## src/rtl/minhash_pkg.sv

```systemverilog
// minhash_pkg: shared constants and types for the MinHash scheduler.
//   - MurmurHash3_x86_32 multiplier/mix constants and the fixed 4-byte length.
//   - state_t: scheduler FSM states.
//   - rol32: 32-bit rotate-left helper.
package minhash_pkg;

    localparam logic [31:0] C1       = 32'hcc9e2d51;
    localparam logic [31:0] C2       = 32'h1b873593;
    localparam logic [31:0] N        = 32'he6546b64;
    localparam logic [31:0] FMIX1    = 32'h85ebca6b;
    localparam logic [31:0] FMIX2    = 32'hc2b2ae35;
    localparam logic [31:0] LEN_WORD = 32'd4;

    typedef enum logic [1:0] {IDLE, WAIT, HASH, EMIT} state_t;

    function automatic logic [31:0] rol32(input logic [31:0] v, input int unsigned r);
        return (v << r) | (v >> (32 - r));
    endfunction

endpackage

```

## src/rtl/murmur32_word.sv

```systemverilog
// murmur32_word: combinational MurmurHash3_x86_32 of a single 4-byte block.
// Ports:
//   chunk  in  32  data word (the only block, len=4)
//   seed   in  32  hash seed
//   hash   out 32  finalised hash
module murmur32_word
    import minhash_pkg::*;
(
    input  logic [31:0] chunk,
    input  logic [31:0] seed,
    output logic [31:0] hash
);

    logic [31:0] k;
    logic [31:0] h;

    always_comb begin
        k = chunk * C1;
        k = rol32(k, 15);
        k = k * C2;

        h = seed ^ k;
        h = rol32(h, 13);
        h = h * 32'd5 + N;

        // Tail is empty; fold in length then finalise.
        h = h ^ LEN_WORD;
        h = h ^ (h >> 16);
        h = h * FMIX1;
        h = h ^ (h >> 13);
        h = h * FMIX2;
        h = h ^ (h >> 16);

        hash = h;
    end

endmodule

```

## src/rtl/minhash_sched.sv

```systemverilog
// minhash_sched: time-shares one murmur32_word across NUM_HASH seeds to build a
// MinHash signature over a stream of shingles, then streams the minima out.
// Ports:
//   clk, reset                 clock, synchronous active-high reset
//   start                      pulse in IDLE: clear minima, open a new set
//   shingle_valid/ready/data/last  shingle input handshake
//   sig_valid/ready/idx/data/last  signature output handshake
//   busy                       high whenever the FSM is not IDLE
module minhash_sched
    import minhash_pkg::*;
#(
    parameter int unsigned NUM_HASH  = 4,
    parameter logic [31:0] SEED_BASE = 32'h0000_0000,
    parameter int unsigned IDXW      = $clog2(NUM_HASH)
) (
    input  logic            clk,
    input  logic            reset,
    input  logic            start,
    input  logic            shingle_valid,
    output logic            shingle_ready,
    input  logic [31:0]     shingle_data,
    input  logic            shingle_last,
    output logic            sig_valid,
    input  logic            sig_ready,
    output logic [IDXW-1:0] sig_idx,
    output logic [31:0]     sig_data,
    output logic            sig_last,
    output logic            busy
);

    localparam logic [IDXW-1:0] LAST_IDX = IDXW'(NUM_HASH - 1);

    state_t          state_q;
    logic [IDXW-1:0] cnt_q;
    logic [IDXW-1:0] cnt_inc;
    logic [31:0]     min_q [NUM_HASH];
    logic [31:0]     data_q;
    logic            last_q;
    logic [31:0]     seed;
    logic [31:0]     hv;

    assign cnt_inc = cnt_q + IDXW'(1);
    assign seed    = SEED_BASE + 32'(cnt_q);

    murmur32_word u_hash (
        .chunk (data_q),
        .seed  (seed),
        .hash  (hv)
    );

    always_ff @(posedge clk) begin
        if (reset) begin
            state_q       <= IDLE;
            cnt_q         <= '0;
            data_q        <= '0;
            last_q        <= 1'b0;
            shingle_ready <= 1'b0;
            sig_valid     <= 1'b0;
            sig_idx       <= '0;
            sig_data      <= '0;
            sig_last      <= 1'b0;
            busy          <= 1'b0;
            for (int i = 0; i < NUM_HASH; i++) min_q[i] <= 32'hFFFF_FFFF;
        end else begin
            unique case (state_q)
                IDLE: begin
                    if (start) begin
                        for (int i = 0; i < NUM_HASH; i++) min_q[i] <= 32'hFFFF_FFFF;
                        cnt_q         <= '0;
                        state_q       <= WAIT;
                        shingle_ready <= 1'b1;
                        busy          <= 1'b1;
                    end
                end
                WAIT: begin
                    // shingle_ready is high throughout WAIT, so valid alone completes the handshake.
                    if (shingle_valid) begin
                        data_q        <= shingle_data;
                        last_q        <= shingle_last;
                        cnt_q         <= '0;
                        state_q       <= HASH;
                        shingle_ready <= 1'b0;
                    end
                end
                HASH: begin
                    if (hv < min_q[cnt_q]) min_q[cnt_q] <= hv;
                    if (cnt_q == LAST_IDX) begin
                        cnt_q <= '0;
                        if (last_q) begin
                            // min_q[0] is already final here since NUM_HASH >= 2.
                            state_q   <= EMIT;
                            sig_valid <= 1'b1;
                            sig_idx   <= '0;
                            sig_data  <= min_q[0];
                            sig_last  <= 1'b0;
                        end else begin
                            state_q       <= WAIT;
                            shingle_ready <= 1'b1;
                        end
                    end else begin
                        cnt_q <= cnt_inc;
                    end
                end
                EMIT: begin
                    if (sig_ready) begin
                        if (cnt_q == LAST_IDX) begin
                            cnt_q     <= '0;
                            state_q   <= IDLE;
                            busy      <= 1'b0;
                            sig_valid <= 1'b0;
                            sig_idx   <= '0;
                            sig_data  <= '0;
                            sig_last  <= 1'b0;
                        end else begin
                            cnt_q    <= cnt_inc;
                            sig_idx  <= cnt_inc;
                            sig_data <= min_q[cnt_inc];
                            sig_last <= (cnt_inc == LAST_IDX);
                        end
                    end
                end
                default: state_q <= IDLE;
            endcase
        end
    end

endmodule
```

## config.mk

```make
export PLATFORM = sky130hd
export DESIGN_NAME = minhash_sched
export DESIGN_NICKNAME = d
export VERILOG_FILES = /design/src/rtl/minhash_pkg.sv /design/src/rtl/murmur32_word.sv /design/src/rtl/minhash_sched.sv
export SDC_FILE = /design/constraint.sdc
export NUM_CORES = 2
export LEC_CHECK = 0
export ABC_AREA = 1
export CAP_MARGIN = 5
export CORE_ASPECT_RATIO = 1.1
export CORE_MARGIN = 2
export CORE_UTILIZATION = 50
export CTS_BUF_LIST = sky130_fd_sc_hd__clkbuf_8
export DETAILED_ROUTE_END_ITERATION = 16
export PLACE_DENSITY = 0.73
export SLEW_MARGIN = 15
export SYNTH_ARGS = -nofsm -noshare
export SYNTH_HDL_FRONTEND = slang
export SYNTH_SLANG_ARGS = --single-unit
```

## constraint.sdc

```tcl
create_clock -name clk -period 33.4 [get_ports clk]
set_clock_uncertainty 0.2 [all_clocks]
set_input_delay 6.68 -clock clk [delete_from_list [all_inputs] [get_ports clk]]
set_output_delay 6.68 -clock clk [all_outputs]
set_load 0.01 [all_outputs]
```

==> impl_metrics.toml <==
[status]
status = "completed"

[synth]
yosysWarningCount = 0
syn_inst = 5318
synth_async_sr_flop_share_pct = 0
yosysSeqAreaShare_pct = 11.5
syn_nets = 6933
synth_ff_type = "edfxtp_1"
synth_area_um2 = 46900
ys_ff_latch = 205
synth_edf_count = 128
ys_types = 58
syn_avg_cell_area_um2 = 8.83

[global_route]
met1_usage_pct = 35.1
grt_pass1_wl_um = 204000
grtUsageMet2_pct = 46.3
grtUsageTotal_pct = 27.0
top_usage_layer = "met2"
grt_max_degree = 97
antenna_found_initial = 0
grt_overflow = 0
grt_pass1_vias = 37700
grt_util_met3_pct = 2.49

[route]
vias = 35100
drc = 0
ant_nets = 0
avgViaCountPerCell = 5.27
routed_wl_um = 127000
drtIter0Drc = 2401
wire_per_inst_um = 19.0
first_pass_iters = 5

[setup_path]
cpMostUsedCell = "fa_1"
max_stage_delay_ps = 650
crit_fanout = 24
crit_path_start_kind = "flip-flop"
end_kind = "flip-flop"
crit_arrival_ps = 31360
regToRegSetupSlack_ps = 2060
crit_type = "flip-flop to flip-flop"
crit_required_ps = 33420
r2r_end = "min_q[3][27]"
critPathSlowestCell = "xor2_1"
r2r_cells = 132
rr_startpoint = "data_q[3]"

[final_layout]
final_cell_area_um2 = 50000
nFillCells = 8490
layout_commonest_cell = "inv_1"
final_cell_mix = "inv_1, ha_1, fa_1, nand2_1, a21oi_1"
multi_input_area_um2 = 35600
fin_cells = 6670
antenna_cells = 0
fin_util_pct = 53.9
area_growth_pct = 6.55
final_nets = 7007
seq_area_um2 = 5390
drive_above_1_share_pct = 3.32

[clock_tree]
hold_buffers = 0
clk_pin_slew_ps = 60
cts_tree = "done"
clockBufferDepth = 3
cts_made_buffers = 37
h-tree-depth = 2
root_buffer = "clkbuf_8"
clock_latency_ps = 570
clock-sinks = 205

[sta]
finalHoldViolCount = 0
max_freq_mhz = 31.9
final_max_slew_viol_count = 0
layout_min_cycle_time_ps = 31340
fin_setup_tns_ps = 0
timing.final.crit_share_pct = 93.8
rsz0062_at_grt = "false"
tightest_slew_ps = 1140
setup_viol = 0
maxSlewHeadroom_pct = 23.7

[die]
io-pin-count = 76
initial_core_util_pct = 50.6
core-area_um2 = 92800
die_h_um = 325
die-area_um2 = 96400
rows = 117
die_x_um = 296

[placement]
gp_congestion = 0.988
portBuffers = 75
hpwl_um = 106000
dpl_cell_area_um2 = 49200
dp_cells = 6599

[min_path]
hold_path_depth = 2
hold_end = "last_q"
hold_path.class = "flip-flop to flip-flop"
min_from = "last_q"

[job]
drv_cap = 0
## critical path, delay by kind of cell, from the launching register on
kind | cells | cell delay, ps
adder cells (fa/ha/maj) | 39 | 16870
AO/OA/AOI/OAI | 30 | 5700
AND/OR/NAND/NOR | 33 | 3450
XOR/XNOR | 6 | 2130
buffers and inverters | 24 | 2040
flip-flops | 1 | 570
## cell usage after synthesis (14+ instances only)
cell type	number	area, um^2
a21o_1	17	128
a21oi_1	295	1480
clkbuf_1	57	214
dfxtp_1	77	1540
edfxtp_1	128	3840
fa_1	723	14500
ha_1	854	10700
inv_1	1501	5630
nand2_1	685	2570
nand2_2	29	181
nand3_1	131	656
nand4_1	14	87.6
nor2_1	140	526
nor3_1	18	90.1
o21ai_0	220	1100
o21bai_1	23	173
xnor2_1	123	1080
xor2_1	157	1380
## logic make-up after synthesis
family	after synthesis	synth area share, %
xor+xnor	288	5.57
buf+inv	1586	12.9
compound gates	616	7.12
flops	205	11.5
fa+ha+maj	1577	53.6
simple gates	1046	9.35
## layout make-up
class / instances / area share, %
clock buffers: 40 / 1.10
inverters: 1506 / 11.3
clock inverters: 28 / 0.363
well taps: 1249 / 3.12
flip-flops and latches: 205 / 10.8
multi-input cells: 3527 / 71.2
repair buffers: 115 / 2.12
## worst max-delay path by stage
stage | start | end | cells past startpoint
6_report | data_q[3] | min_q[3][27] | 132
3_5_place_dp | data_q[4] | min_q[0][23] | 133
5_1_grt | data_q[4] | min_q[3][19] | 137
2_1_floorplan | data_q[3] | min_q[0][0] | 128
3_3_place_gp | data_q[4] | min_q[0][23] | 126
4_1_cts | data_q[4] | min_q[0][27] | 133
## flip-flops by register name, indices dropped and copies added (netlist names), 2 cells and up, named ones only
signal	count
min_q	128
cnt_q	2
data_q	32
state_q	2
sig_idx	2
sig_data	32
## timing repair
| action | CTS | global route |
|---|---|---|
| buffers inserted | 0 | 3 |
| endpoints found under the setup margin | 0 | 256 |
| gates resized for setup | 0 | 15 |
## stage by stage
stage / hold slack, ps / setup WS, ps
finish: 276 / 2060
detailed placement: 267 / 1430
global route: 300 / 46.6
floorplan: 231 / 3430
CTS: 275 / 1290
global placement: 264 / 1600
## layer usage
layer / routed length (um) / vias to the layer above
met2: 61700 / 1142
li1: - / 16500
met1: 52300 / 17200
met3: 6930 / 294
met4: 5840 / 0
met5: 0 / -
Power is left out: the tool's default activity adds up to more than one toggle a clock period on the data nets, which glitch-free logic cannot reach.
